$ cat config.mk
export PLATFORM = sky130hd
export DESIGN_NAME = dmem_access_unit
export DESIGN_NICKNAME = d
export VERILOG_FILES = /design/src/rtl/dmem_access_unit.sv
export SDC_FILE = /design/constraint.sdc
export NUM_CORES = 1
export LEC_CHECK = 0
export CAP_MARGIN = 30
export CORE_MARGIN = 4
export CORE_UTILIZATION = 69
export DETAILED_ROUTE_END_ITERATION = 16
export DONT_BUFFER_PORTS = 1
export GPL_TIMING_DRIVEN = 0
export PLACE_DENSITY = 0.91
export SYNTH_ARGS = -nofsm -noshare
export SYNTH_HDL_FRONTEND = slang
export SYNTH_SLANG_ARGS = --single-unit
$ cat constraint.sdc
create_clock -name clk_i -period 7 [get_ports clk_i]
set_input_delay 0.35 -clock clk_i [delete_from_list [all_inputs] [get_ports clk_i]]
set_output_delay 0.35 -clock clk_i [all_outputs]
set_load 0.05 [all_outputs]
$ cat src/rtl/dmem_access_unit.sv
// Load/store unit: forms rs1+imm, runs one request/grant/rvalid bus transaction per op,
// aligns and extends load data, and returns a one-cycle result pulse with error flags.
module dmem_access_unit #(
    parameter int ADDR_W  = 32,
    parameter int IMM_W   = 12,
    parameter int TIMEOUT = 16
) (
    input  logic              clk_i,
    input  logic              rst_ni,
    input  logic              in_valid_i,
    output logic              in_ready_o,
    input  logic [2:0]        in_funct3_i,
    input  logic              in_is_load_i,
    input  logic              in_is_store_i,
    input  logic [ADDR_W-1:0] in_base_i,
    input  logic [IMM_W-1:0]  in_imm_i,
    input  logic [31:0]       in_wdata_i,
    input  logic [4:0]        in_rd_i,
    output logic              mem_req_o,
    input  logic              mem_gnt_i,
    output logic              mem_we_o,
    output logic [ADDR_W-1:0] mem_addr_o,
    output logic [3:0]        mem_be_o,
    output logic [31:0]       mem_wdata_o,
    input  logic              mem_rvalid_i,
    input  logic [31:0]       mem_rdata_i,
    output logic              out_valid_o,
    output logic [4:0]        out_rd_o,
    output logic [31:0]       out_rd_value_o,
    output logic              out_load_active_o,
    output logic              out_misaligned_o,
    output logic              out_bus_err_o
);
    localparam int              TW       = $clog2(TIMEOUT + 1);
    localparam logic [TW-1:0]   TMO_LAST = TW'(TIMEOUT - 1);

    typedef enum logic [2:0] {S_IDLE, S_REQ, S_WAIT, S_RESP, S_ERR} state_t;

    state_t            state_q, state_d;
    logic [TW-1:0]     tmo_q, tmo_d;
    logic [2:0]        funct3_q;
    logic              is_load_q, mis_q;
    logic [1:0]        lane_q;
    logic [4:0]        rd_q;
    logic              mem_we_q;
    logic [ADDR_W-1:0] mem_addr_q;
    logic [3:0]        mem_be_q;
    logic [31:0]       mem_wdata_q;
    logic [4:0]        out_rd_q;
    logic [31:0]       out_val_q;
    logic              out_ld_q, out_mis_q, out_berr_q;

    logic [ADDR_W-1:0] addr_calc;
    logic [1:0]        lane, size;
    logic [3:0]        be_calc;
    logic [31:0]       wdata_calc;
    logic              mis_calc, accept;
    logic [7:0]        byte_v;
    logic [15:0]       half_v;
    logic [31:0]       load_val;

    assign addr_calc = in_base_i + {{(ADDR_W-IMM_W){in_imm_i[IMM_W-1]}}, in_imm_i};
    assign lane      = addr_calc[1:0];
    assign size      = in_funct3_i[1:0];
    assign mis_calc  = ((size == 2'b01) && lane[0]) || (size[1] && (lane != 2'b00));
    assign accept    = in_valid_i && (state_q == S_IDLE) && (in_is_load_i || in_is_store_i);

    always_comb begin
        be_calc    = 4'hF;
        wdata_calc = in_wdata_i;
        case (size)
            2'b00: begin
                be_calc    = 4'b0001 << lane;
                wdata_calc = {4{in_wdata_i[7:0]}};
            end
            2'b01: begin
                be_calc    = 4'b0011 << {lane[1], 1'b0};
                wdata_calc = {2{in_wdata_i[15:0]}};
            end
            default: ;
        endcase
    end

    assign byte_v = mem_rdata_i[{lane_q, 3'b000} +: 8];
    assign half_v = mem_rdata_i[{lane_q[1], 4'b0000} +: 16];

    always_comb begin
        load_val = mem_rdata_i;
        case (funct3_q[1:0])
            2'b00:   load_val = funct3_q[2] ? {24'b0, byte_v} : {{24{byte_v[7]}}, byte_v};
            2'b01:   load_val = funct3_q[2] ? {16'b0, half_v} : {{16{half_v[15]}}, half_v};
            default: ;
        endcase
    end

    // Misaligned ops pass through REQ with the request gated, so the error pulse
    // lands at the same point a zero-wait bus access would.
    always_comb begin
        state_d = state_q;
        tmo_d   = tmo_q;
        case (state_q)
            S_IDLE: if (accept) begin
                state_d = S_REQ;
                tmo_d   = '0;
            end
            S_REQ: begin
                if (mis_q) begin
                    state_d = S_ERR;
                end else if (mem_gnt_i) begin
                    tmo_d   = '0;
                    state_d = mem_rvalid_i ? S_RESP : S_WAIT;
                end else if (tmo_q == TMO_LAST) begin
                    state_d = S_ERR;
                end else begin
                    tmo_d = tmo_q + 1'b1;
                end
            end
            S_WAIT: begin
                if (mem_rvalid_i)            state_d = S_RESP;
                else if (tmo_q == TMO_LAST)  state_d = S_ERR;
                else                         tmo_d   = tmo_q + 1'b1;
            end
            default: state_d = S_IDLE;
        endcase
    end

    always_ff @(posedge clk_i or negedge rst_ni) begin
        if (!rst_ni) begin
            state_q     <= S_IDLE;
            tmo_q       <= '0;
            funct3_q    <= '0;
            is_load_q   <= 1'b0;
            mis_q       <= 1'b0;
            lane_q      <= '0;
            rd_q        <= '0;
            mem_we_q    <= 1'b0;
            mem_addr_q  <= '0;
            mem_be_q    <= '0;
            mem_wdata_q <= '0;
            out_rd_q    <= '0;
            out_val_q   <= '0;
            out_ld_q    <= 1'b0;
            out_mis_q   <= 1'b0;
            out_berr_q  <= 1'b0;
        end else begin
            state_q <= state_d;
            tmo_q   <= tmo_d;
            if (accept) begin
                funct3_q    <= in_funct3_i;
                is_load_q   <= in_is_load_i;
                mis_q       <= mis_calc;
                lane_q      <= lane;
                rd_q        <= in_rd_i;
                mem_we_q    <= in_is_store_i;
                mem_addr_q  <= {addr_calc[ADDR_W-1:2], 2'b00};
                mem_be_q    <= be_calc;
                mem_wdata_q <= wdata_calc;
            end
            if (state_d == S_RESP && state_q != S_RESP) begin
                out_rd_q   <= rd_q;
                out_val_q  <= is_load_q ? load_val : 32'd0;
                out_ld_q   <= is_load_q;
                out_mis_q  <= 1'b0;
                out_berr_q <= 1'b0;
            end else if (state_d == S_ERR && state_q != S_ERR) begin
                out_rd_q   <= rd_q;
                out_val_q  <= 32'd0;
                out_ld_q   <= 1'b0;
                out_mis_q  <= mis_q;
                out_berr_q <= !mis_q;
            end
        end
    end

    assign in_ready_o        = (state_q == S_IDLE);
    assign mem_req_o         = (state_q == S_REQ) && !mis_q;
    assign mem_we_o          = mem_we_q;
    assign mem_addr_o        = mem_addr_q;
    assign mem_be_o          = mem_be_q;
    assign mem_wdata_o       = mem_wdata_q;
    assign out_valid_o       = (state_q == S_RESP) || (state_q == S_ERR);
    assign out_rd_o          = out_rd_q;
    assign out_rd_value_o    = out_val_q;
    assign out_load_active_o = out_ld_q;
    assign out_misaligned_o  = out_mis_q;
    assign out_bus_err_o     = out_berr_q;
endmodule
==> results of run 1 <==
## cells in the final DEF (no fill, tap or decap), drive strengths merged, types with 3 or more instances in the layout
| cell type | netlist | layout |
|---|---|---|
| nand2b | 13 | 13 |
| a211oi | 3 | 3 |
| mux2i | 28 | 28 |
| a21o | 8 | 8 |
| o21bai | 7 | 7 |
| nor2b | 6 | 6 |
| dfrtp | 127 | 127 |
| o22ai | 8 | 8 |
| ha | 32 | 32 |
| nand4 | 7 | 7 |
| xnor2 | 17 | 17 |
| clkinvlp | 0 | 5 |
| o21a | 4 | 4 |
| o211ai | 3 | 3 |
| a21oi | 74 | 74 |
| nor2 | 57 | 57 |
| buf | 11 | 13 |
| a31oi | 8 | 8 |
| clkbuf | 37 | 55 |
| nand2 | 189 | 189 |
| xor2 | 12 | 12 |
| nor3 | 13 | 13 |
| mux2 | 6 | 6 |
| o21ai | 123 | 123 |
| dlygate4sd3 | 0 | 33 |
| inv | 20 | 24 |
| clkinv | 0 | 5 |
| nand3 | 13 | 13 |
## cell type report
class | count | area, µm² | area share
inverters | 20 | 75.1 | 0.00893
well taps | 136 | 170 | 0.0202
repair buffers | 35 | 365 | 0.0435
multi-input cells | 665 | 3890 | 0.462
flip-flops and latches | 127 | 3180 | 0.378
plain buffers | 48 | 204 | 0.0243
clock inverters | 14 | 109 | 0.0130
clock buffers | 18 | 418 | 0.0497
## per-stage QoR
step | hold slack (ns) | setup WS, ns | std cells | cell area, µm²
3_5_place_dp | 0.0572 | 4.11 | 996 | 7510
6_report | 0.00644 | 3.99 | 1063 | 8410
4_1_cts | 0.00267 | 4.02 | 1061 | 8390
3_3_place_gp | 0.0575 | 3.68 | 996 | 7500
2_1_floorplan | 0.0544 | 4.12 | 860 | 7330
5_1_grt | -0.00248 | 3.83 | 1063 | 8410
## synthesized netlist by cell type (2+ instances only)
cell,n,area share
a211oi_1,2,0.0020
a21o_1,8,0.0082
a21oi_1,73,0.050
a31oi_1,7,0.0060
and2_1,2,0.0017
buf_2,7,0.0048
buf_4,2,0.0020
clkbuf_1,37,0.019
dfrtp_1,127,0.43
ha_1,32,0.055
inv_1,19,0.0097
mux2_4,5,0.010
mux2i_1,28,0.038
nand2_1,188,0.096
nand2b_1,13,0.011
nand3_1,13,0.0089
nand4_1,7,0.0060
nor2_1,56,0.029
nor2b_1,6,0.0051
nor3_1,12,0.0082
o211ai_1,3,0.0031
o21a_1,4,0.0041
o21ai_0,88,0.060
o21ai_1,34,0.023
o21bai_1,7,0.0072
o22ai_1,8,0.0068
o41ai_2,2,0.0044
or4_1,2,0.0020
xnor2_1,17,0.020
xor2_1,12,0.014
## power breakdown
part	switching, mW	internal [mW]	total (mW)
Clock	0.353	0.439	0.791
Sequential	1.13	1.01	2.14
Combinational	0.743	0.370	1.11
## critical path: stages (launching register included)
cell and delay [ns]:
dfrtp_1 0.38, buf_2 0.21, nor3_2 0.69, and2_1 0.29, o21ai_1 0.30, clkbuf_1 0.35, clkbuf_1 0.31, nand2_1 0.17
o21ai_0 0.14
## path summary, 6_finish.rpt
path / end / slack (ns) / cells after the start
min reg2reg: rd_q[3] / 0.49 / 2
max in group asynchronous: mem_addr_o[3] / 6.07 / 2
max: mem_wdata_o[21] / 3.99 / 8
min: out_rd_value_o[9] / 0.006 / 2
max reg2reg: mem_wdata_o[21] / 3.99 / 8
min in group asynchronous: rd_q[1] / 0.44 / 2
## timing repair
item / CTS / global route
hold buffers: 33 / 1
endpoints found under the setup margin: 0 / 0
endpoints found under the hold margin: 158 / 1
## per-layer routing
| metal | vias up | part of all wire |
|---|---|---|
| met1 | 3362 | 0.34 |
| met5 | - | 0 |
| met2 | 579 | 0.49 |
| met3 | 156 | 0.11 |
| met4 | 0 | 0.058 |
| li1 | 3087 | - |
## state kept, by name, summed over array words and instances, names as in the netlist, 3 cells and up
name            flops
out_rd_o            5
out_rd_value_o     32
mem_be_o            4
rd_q                5
state_q             3
mem_wdata_o        32
tmo_q               5
mem_addr_o         30
funct3_q            3
## cell families (layout without fill, tap and decap cells)
family / count (synthesis) / count (layout) / share of synthesized area
flops: 127 / 127 / 0.434
simple gates: 312 / 312 / 0.183
other cells: 1 / 2 / 0.000512
xor+xnor: 29 / 29 / 0.0347
mux: 34 / 34 / 0.0500
buf+inv: 68 / 135 / 0.0381
compound gates: 255 / 255 / 0.203
fa+ha+maj: 33 / 33 / 0.0574
==> results.txt, run 1 <==
The flow ran to the end, and the final reports show no timing, DRC or antenna violations. The initialized floorplan defines 37 standard-cell rows. For the final-layout setup total negative slack, the log shows 0 ns. Dividing the detail-routed wire length by the instance count gives 22.4 µm.

STA puts the critical path data required time at 7.37 ns. After detailed routing, the number of vias per cell comes to 6.76. During placement, the flow inserted port buffers numbering 0. The tools report the total global-route track usage as 0.392. The tools report the sequential cell area fraction in the yosys report as 0.434. In this run the most used layer during global routing was met2. The layout filler cell count is 618, and the flop and latch count out of synthesis is 127. The tools report the clock tree root buffer cell as clkbuf_8. Setup violations remaining at the end of the flow were counted as 0.

The clock arrives with 0.0144 ns of skew. In the synthesized netlist, the number of instances is 859. Static timing analysis puts the maximum clock frequency at 332 MHz. For the met2 track demand over resource, the log shows 0.669. Type of the tightest min-delay check: input port to register. The first-pass iteration count of the detailed router was 9. The highest ir drop seen on vdd was 271 µV. Yosys mapped a number of flops with a built-in enable equal to 0. The CTS sink count came out at 127.

The routed layout has 7,184 vias. Relative to the synthesized area, the layout overhead comes to 14.7%. The H-tree was split into 4 levels. The fraction of the cycle the final worst path needs came out at 0.430. The initial antenna violation count was 0.

The final core utilization is 0.814. The tightest slew margin relative to the limit was 0.351; the post-synthesis area per instance was 8.53 µm². The critical path capture point type is a register.

The met3 layer usage reported by global route was 0.136; the clock latency at the later pin of the worst-skew pair was 0.53 ns. The final period demand of the worst path is 3.01 ns. After synthesis, the netlist uses 68 different library cells. For the total number of nets in the final design, the log shows 1,070.

Power spread over the standard cell area amounts to 481 nW/µm². After clock tree synthesis, the repair step resized 0 gates. The logs give 0 for the final max-slew violation count and 7,434 for the via count of the first global-routing pass. X dimension of the die: 111 µm.

Type of element launching the critical path: a register. Measured along the y axis, the die boundary spans 111 µm. The primary flip-flop cell chosen by synthesis mapping is dfrtp_1.

The clock transition time at the flip-flop clock pins of the worst setup and hold paths works out to 0.06 ns. Met1 usage in global routing: 0.434. Entering global routing, the biggest net connects 128 pins. The region available for standard cell placement spans 10,300 µm².

In the routed design, unresolved DRC markers number 0. The share of final-layout standard cells stronger than drive strength 1 was 0.0734; the leakage power was 3.86 nW. The run gives 0 as the max-capacitance violation count. Summed instance area of the synthesized netlist: 7330 µm².

In this run the most critical hold path is launched from mem_rdata_i[9]. The tools report the critical path launch point as state_q[2]. For the number of hold violations in the final report, the log shows 0. The longest clock path from root to sink contains 2 buffers. The area enclosed by the die boundary is 12,300 µm², and the HPWL after detailed placement is 16,000 µm. Wires add up to 23,900 µm. Once the clock tree was built, the setup fixing pass inserted 0 buffers. For this run the aggregate overflow at the end of global routing stands at 0. The top-level port count is 235.

The number of nets with antenna violations after detailed routing was 0. Of all nets on the critical path, the largest fanout is 10. The run gives 0.710 as the initial standard-cell utilization of the core. At the end of routability-driven placement, the weighted congestion stood at 1.01. Share of synthesized registers carrying an async set or reset: 1.00. Setup repair after global routing left no endpoint under its margin. For the number of buffers inserted during clock tree synthesis, the log shows 17.

For this run, the number of Yosys warnings is 0. The first global-routing pass estimated 38,800 µm of wire. The number of antenna diodes in the final layout is 0.

For the pin with the worst max-slew slack, the measured transition is 0.968 ns. Beginning of the worst register-to-register path: state_q[2]. The completed layout was analyzed and its total power is 4.04 mW. TritonCTS built the clock tree.

The critical path is of the register to register type. Data arrives at the worst endpoint at 3.38 ns. The first routing iteration left 966 violations.
Power figures use the tool's default switching activity.
==> run 2: changes to the inputs <==
--- a/config.mk
+++ b/config.mk
@@ -5,13 +5,14 @@
 export SDC_FILE = /design/constraint.sdc
 export NUM_CORES = 1
 export LEC_CHECK = 0
+export ABC_AREA = 1
 export CAP_MARGIN = 30
 export CORE_MARGIN = 4
-export CORE_UTILIZATION = 69
+export CORE_UTILIZATION = 59
 export DETAILED_ROUTE_END_ITERATION = 16
 export DONT_BUFFER_PORTS = 1
 export GPL_TIMING_DRIVEN = 0
-export PLACE_DENSITY = 0.91
+export PLACE_DENSITY = 0.84
 export SYNTH_ARGS = -nofsm -noshare
 export SYNTH_HDL_FRONTEND = slang
 export SYNTH_SLANG_ARGS = --single-unit
==> constraint.sdc (replaced) <==
create_clock -name clk_i -period 2.6 [get_ports clk_i]
set_input_delay 0.13 -clock clk_i [delete_from_list [all_inputs] [get_ports clk_i]]
set_output_delay 0.13 -clock clk_i [all_outputs]
set_load 0.05 [all_outputs]
==> run 2 against run 1 <==
Effect of this change:
- the run now ends with negative hold slack left
- utilization fell by 11 points
- sequential power rose to 3.0 times the previous value
- combinational power rose to 3.3 times the previous value
- worst hold slack got worse by 0.61 ns
- clock power rose to 3.1 times the previous value
- worst setup slack got worse by 3.6 ns
- flip-flop and latch count did not move
- largest cell class unchanged
- highest routed layer unchanged
==> results.txt, run 2 <==
The initial standard-cell utilization of the core is 0.602 (-0.108). Among all stages on the critical path, the largest delay is contributed by dfrtp_1. Synthesized instance count: 1,225 (+43%).

The leakage power came out at 5.23 nW (+35%). Violation count after the first detailed-routing iteration: 774 (-20%). The min-delay analysis places its worst path in the category input port to asynchronous set/reset pin.

Number of synthesized flops with an enable pin: 0 (unchanged). Category of the most critical setup path: register to register. The flop and latch count out of synthesis is 127 (unchanged).

Hold slack: -0.605 ns (-0.611 ns). The commonest cells after synthesis are nand2_1 (431), inv_1 (169), dfrtp_1 (127). The number of nets with antenna violations after detailed routing is 0 (unchanged). The x dimension of the die is 127 µm (+14%). The run gives 0 (unchanged) as the final max-slew violation count.

The power after layout is 12.4 mW (+210%), and the power density relative to cell area is 1270 nW/µm² (+160%). The CTS H-tree depth was 4 (unchanged); the placed cell count was 1,406 (+41%). The final-layout setup total negative slack was 0 ns (unchanged); the share of synthesized registers carrying an async set or reset was 1.00 (unchanged).

The most frequent standard cell in the layout excluding fill and tap cells was nand2_1. The HPWL after detailed placement is 18,800 µm (+17%). The tools report the post-CTS resize count as 0 (unchanged). The initial antenna violation count is 0 (unchanged), and the count of final setup violators is 0 (unchanged). The highest ir drop seen on vdd was 586 µV (+120%).

The run gives 127 (+127) as the number of hold violations in the final report. The count of non-filler cells in the finished layout came out at 1,501 (+41%). The biggest area contributor in the post-synthesis netlist is dfrtp_1.

The top-level port count was 235 (unchanged); the placed cell area was 8560 µm² (+14%). For the sequential cell area fraction in the yosys report, the log shows 0.382 (-0.0520). In the synthesized netlist the dominant register cell turns out to be dfrtp_1. The worst-path maximum fanout came out at 10 (unchanged). The run gives 2 (unchanged) as the worst-case clock buffer depth. The clock latency at the later pin of the worst-skew pair was 0.43 ns (-0.10 ns); the final setup skew was 0.0129 ns (-0.00143 ns).

Summed instance area of the synthesized netlist: 8330 µm² (+14%). In the post-synthesis netlist, the cell with the most instances is nand2_1. The area enclosed by the die boundary was 16,100 µm² (+30%); the max-capacitance violation count was 0 (unchanged). The routed length per placed instance was 17.5 µm (-22%); the count of warnings emitted by yosys was 0 (unchanged). Height of the chip: 127 µm (+14%). The clock tree root buffer cell was clkbuf_16. The tools report the required time reported for the critical path endpoint as 2.90 ns (-4.47 ns). The flow ran to the end, but the final reports show violations. The most used cell along the critical path was nand3_1.

The remaining global-route overflow is 0 (unchanged). The area used by sequential logic in the layout is 3180 µm² (unchanged). The final period demand of the worst path was 2.18 ns (-0.829 ns). Area used by multi-input combinational logic: 4290 µm² (+10%). Longest individual stage delay on the worst path: 0.42 ns (-0.27 ns).

The top cell types in the final layout, fill and taps aside, are nand2_1 (431), inv_1 (169), dfrtp_1 (127). The overall via count from detail_route was 8,571 (+19%); the first-pass iteration count of the detailed router was 5 (-4). The logs give 2.48 ns (-0.90 ns) for the arrival time at the worst endpoint and 26,300 µm (+10%) for the total length of routed wires. STA classifies the critical path endpoint as a register. The worst setup path is launched from a register. The share of final-layout standard cells stronger than drive strength 1 works out to 0.0590 (-0.0143).

The logs give 127 (unchanged) for the CTS sink count and 0.956 (-5.3%) for the final estimated routing congestion in global placement. The number of DRC violations after detailed routing is 0 (unchanged), and the wire length of the first global-routing pass is 41,400 µm (+6.6%). The signal on the critical path passes through inv_1, nand3_2, nor2_4, nand3_1, nand4_4, nand2_2, buf_2, nand3_1, o21ai_0.

The number of buffers inserted during clock tree synthesis was 17 (unchanged); the highest attainable clock frequency was 459 MHz (+38%). The number of I/O port buffers is 0 (unchanged). Area added between synthesis and finish: 17.6%. TritonCTS built the clock tree.

The post-synthesis area per instance came out at 6.80 µm² (-20%). The total number of nets in the final design is 1,465 (+37%), and the per-cell via count in the routed design is 5.71 (-16%). The fraction of the cycle the final worst path needs is 0.838 (+0.409).

Slew of the pin with the lowest slew margin: 0.673 ns (-0.295 ns). Total global-route track usage: 0.324 (-0.0682). Setup repair after global routing left no endpoint under its margin. Layout filler cell count: 1,127 (+82%).

The tightest slew margin relative to the limit was 0.551 (+0.200); the post-CTS setup-driven buffer insertion count was 0 (unchanged). The via count of the first global-routing pass is 8,212 (+10%), and the pin count of the biggest net entering global routing is 128 (unchanged). The number of antenna diodes is 0 (unchanged). The tools report the number of distinct library cells after synthesis as 41 (-40%). The checks that failed: negative hold slack.

The tools report the area of the placeable core as 13,800 µm² (+34%). The area of all placed cells without fillers is 9800 µm² (+17%). Ranked by total cell area, the synthesized netlist is headed by dfrtp_1 (38%), nand2_1 (19%), inv_1 (7.6%). The clock transition time at the flip-flop clock pins of the worst setup and hold paths works out to 0.06 ns (about the same). The top-area cell type share of the netlist area was 0.382 (-0.0520).

For the site row count, the log shows 43 (+16%). The count of hold-fix buffers inserted at cts is 64 (+94%).
-- run 2: cell count changes after synthesis, moves of 12 or more --
cell      before  now
mux2i_1       28    0
nand2b_1      13    0
nand2_1      188  431
clkbuf_1      37   18
o21ai_1       34   22
nand3_1       13  109
inv_1         19  169
-- run 2: final timing paths --
| kind | cells after the start | from | slack [ns] | to |
|---|---|---|---|---|
| worst max-delay path | 9 | state_q[1] | 0.42 | out_rd_value_o[31] |
| worst min-delay path | 0 | rst_ni | -0.60 | out_rd_value_o[18] |
| worst max register to register | 9 | state_q[1] | 0.42 | out_rd_value_o[31] |
| worst min register to register | 2 | rd_q[1] | 0.49 | rd_q[1] |
| max in group asynchronous | 0 | rst_ni | 3.02 | out_rd_value_o[12] |
| min in group clk_i | 4 | mem_rdata_i[17] | 0.01 | out_rd_value_o[17] |
-- run 2: logic make-up (layout without fill, tap and decap cells) --
group                    Yosys count  count (layout)  share of synthesized area
AO/OA/AOI/OAI                    204             204                      0.134
other                              1               2                   0.000450
XOR/XNOR                           9               9                    0.00947
flip-flops                       127             127                      0.382
buffers and inverters            213             308                      0.103
AND/OR/NAND/NOR                  638             638                      0.321
adder cells (fa/ha/maj)           33              33                     0.0505
-- run 2: per-stage QoR --
stage	util	worst slack (ns)
final	0.708	0.420
after global routing	0.708	0.304
after CTS	0.708	0.455
after detailed placement	0.619	0.480
after global placement	0.619	0.558
after floorplan	-	0.770
-- run 2: critical path, delay by kind of cell, from the launching register on --
family	cells	cell delay, ns
AO/OA/AOI/OAI	1	0.10
buffers and inverters	2	0.37
flip-flops	1	0.42
AND/OR/NAND/NOR	6	1.16
-- run 2: layout make-up --
type / count / area share
tap: 180 / 0.0230
multi-input combinational: 886 / 0.438
timing repair buffer: 64 / 0.0654
inverter: 172 / 0.0659
clock buffer: 21 / 0.0470
buffer: 41 / 0.0218
sequential: 127 / 0.324
clock inverter: 10 / 0.0141
-- run 2: layer usage --
| layer | track usage | up-vias | share of wire | routed length, µm |
|---|---|---|---|---|
| met3 | 0.0813 | 91 | 0.097 | 2540 |
| met1 | 0.394 | 3946 | 0.39 | 10100 |
| li1 | - | 4073 | - | - |
| met2 | 0.537 | 461 | 0.48 | 12500 |
| met4 | 0.156 | 0 | 0.041 | 1080 |
| met5 | 0 | - | 0 | 0 |
-- run 2: power breakdown --
part | switching, mW | internal, mW | total (mW) | leakage (nW)
Combinational | 2.36 | 1.26 | 3.61 | 3.31
Sequential | 3.51 | 2.81 | 6.32 | 1.62
Clock | 0.913 | 1.55 | 2.46 | 0.289
Total | 6.78 | 5.62 | 12.4 | 5.23
==> run 3: changes to the inputs <==
==> constraint.sdc (replaced) <==
create_clock -name clk_i -period 1.9 [get_ports clk_i]
set_input_delay 0.095 -clock clk_i [delete_from_list [all_inputs] [get_ports clk_i]]
set_output_delay 0.095 -clock clk_i [all_outputs]
set_load 0.05 [all_outputs]
==> run 3 against run 2 <==
Effect of this change:
- the run ends with negative hold slack, negative setup slack left
- count of clock-buffer cells in the layout stayed put
- first-iteration DRC count is 16% higher
- non-clock buffer count is 37 higher
- critical path depth is 1 lower
- flip-flop and latch count stayed put
- clock power is 36% higher
- global-route usage is 1.1 points higher
- via count is 4.4% higher
- cell area is 5.6% higher
- highest routed layer unchanged
- worst hold slack worse by 0.030 ns
==> results.txt, run 3 (synthesis results as in run 2) <==
The flow ran to the end, but the final reports show violations. The checks that failed: negative hold slack, negative setup slack. Worst reg2reg path endpoint: out_rd_value_o[31]. The run gives 0.564 (+0.0121) as the tightest slew margin relative to the limit. The total length of routed wires is 28,100 µm (+7.0%), and the area added between synthesis and finish is 24.3%.

Leakage power: 5.47 nW (+4.6%). Required time reported for the critical path endpoint: 2.24 ns (-0.66 ns). The total number of nets in the final design was 1,502 (+2.5%). The clock tree root buffer cell is clkbuf_16.

The height of the chip is 127 µm (unchanged), and the initial antenna violation count is 0 (unchanged). Category of the most critical setup path: register to register. The highest ir drop seen on vdd is 803 µV (+37%). The number of I/O port buffers came out at 0 (unchanged).

The number of nets with antenna violations after detailed routing was 0 (unchanged). The worst-path maximum fanout was 9 (-1); the initial standard-cell utilization of the core was 0.602 (unchanged). The top-level port count was 235 (unchanged). The logs give 0.956 (unchanged) for the final estimated routing congestion in global placement and 514 MHz (+12%) for the highest attainable clock frequency. For the max-capacitance violation count, the log shows 0 (unchanged). The area of all placed cells without fillers is 10,300 µm² (+5.6%), and the arrival time at the worst endpoint is 2.29 ns (-0.19 ns). The tools report the slack of the worst reg-to-reg path as -0.05 ns (-0.47 ns). The clock latency at the later pin of the worst-skew pair came out at 0.42 ns (about the same). The worst setup path is captured at a register. The final max-slew violation count is 0 (unchanged). Worst-case clock buffer depth: 2 (unchanged).

The x dimension of the die is 127 µm (unchanged), and the final setup skew is 0.00916 ns (-0.00378 ns). The logs give 0.334 (+0.0105) for the total global-route track usage and 42,700 µm (+3.3%) for the wire length of the first global-routing pass. The clock transition time at the flip-flop clock pins of the worst setup and hold paths is 0.06 ns (about the same), and the CTS H-tree depth is 4 (unchanged). The tools report the area enclosed by the die boundary as 16,100 µm² (unchanged). The site row count came out at 43 (unchanged). Pin count of the biggest net entering global routing: 128 (unchanged). Setup repair after global routing could not meet its margin everywhere. The routed length per placed instance was 18.3 µm (+4.4%). For the number of buffers inserted during clock tree synthesis, the log shows 17 (unchanged).

The depth of the worst register-to-register path came out at 8 (-1). The area of the placeable core was 13,800 µm² (unchanged). The per-cell via count in the routed design is 5.82 (+1.9%).

The placed cell area was 8560 µm² (unchanged). The count of final setup violators was 32 (+32); the number of antenna diodes was 0 (unchanged). The HPWL after detailed placement is 18,800 µm (unchanged), and the final worst-path setup slack is -0.0458 ns (-0.466 ns). The minimum setup slack after placement came out at -0.220 ns (-0.700 ns). For the number of DRC violations after detailed routing, the log shows 0 (unchanged). The beginning of the worst register-to-register path is state_q[1]. The CTS sink count is 127 (unchanged), and the overall via count from detail_route is 8,947 (+4.4%). The fraction of the cycle the final worst path needs was 1.02 (+0.186); the first-pass iteration count of the detailed router was 6 (+1). Via count of the first global-routing pass: 8,400 (+2.3%). The run gives 128 (+0.79%) as the number of hold violations in the final report.

The worst setup path is launched from a register. The share of final-layout standard cells stronger than drive strength 1 works out to 0.0913 (+0.0323). The logs give 0 (unchanged) for the remaining global-route overflow and -0.634 ns (-0.0296 ns) for the hold slack. The power density relative to cell area was 1720 nW/µm² (+36%). The top cell types in the final layout, fill and taps aside, are nand2_1 (428), inv_1 (167), dfrtp_1 (126).

The count of non-filler cells in the finished layout is 1,538 (+2.5%), and the final period demand of the worst path is 1.95 ns (-0.234 ns). The run gives 901 (+16%) as the violation count after the first detailed-routing iteration. Leaving out fill and tap cells, the most frequent cell in the layout is nand2_1. TritonCTS built the clock tree. The slew of the pin with the lowest slew margin works out to 0.655 ns (-0.0181 ns). The placed cell count came out at 1,406 (unchanged). The type of the tightest min-delay check is input port to asynchronous set/reset pin.
[run 3: changes by cell type in the layout (fill, tap and decap cells not counted), moves of 9 or more]
cell / delta
buf_4: +21
dlygate4sd3_1: +15
o21ai_0: -12
buf_2: -11
o21ai_1: +11
nand3_1: -9
[run 3: metrics by stage]
stage / total power [mW] / TNS (ns) / util
finish: 17.8 / -0.643 / 0.748
global route: 18.6 / -3.06 / 0.748
CTS: 17.0 / 0 / 0.725
detailed placement: 13.3 / -6.56 / 0.619
global placement: 13.2 / -4.24 / 0.619
floorplan: 12.0 / 0 / -
[run 3: how the worst max path moves through the flow]
stage               startpoint                 end  slack [ns]  cells after the start
floorplan           state_q[1]   out_rd_value_o[7]        0.07                      9
global placement    state_q[1]   out_rd_value_o[1]       -0.14                      9
detailed placement  state_q[1]  out_rd_value_o[31]       -0.22                      9
CTS                 state_q[1]   out_rd_value_o[7]        0.01                      9
global route        state_q[2]            tmo_q[0]       -0.11                     10
finish              state_q[1]  out_rd_value_o[31]       -0.05                      8
[run 3: critical path, cell delays in order (launching register included)]
cell     delay, ns
dfrtp_1       0.40
inv_2         0.11
nand3_4       0.10
nor2_4        0.37
nand3_2       0.20
nand4_4       0.18
nand3_4       0.17
buf_4         0.19
o21ai_1       0.12
[run 3: area by class of cell]
type | count | area [µm²]
flip-flops and latches | 127 | 3180
repair buffers | 101 | 976
inverters | 172 | 646
plain buffers | 41 | 308
fillers | 1010 | 3480
clock inverters | 10 | 138
multi-input cells | 886 | 4420
well taps | 180 | 225
clock buffers | 21 | 460
[run 3: per-layer routing]
layer	share of wire	global-route usage	wire [µm]
met1	0.37	0.404	10400
met2	0.48	0.558	13600
met3	0.10	0.0838	2820
met4	0.048	0.162	1350
met5	0	0	0
[run 3: where the power goes]
group          leakage [nW]  total [mW]  internal [mW]  switching [mW]
registers              1.62        8.70           3.85            4.84
clock network         0.289        3.35           2.12            1.23
logic                  3.56        5.74           2.18            3.56
[run 3: repair_timing]
action,4_1_cts,5_1_grt
pin swaps,6,12
hold buffers,78,1
setup buffers,6,13
endpoints found under the hold margin,206,128
gates cloned,0,3
setup endpoints to repair,40,115
resized for setup,15,79
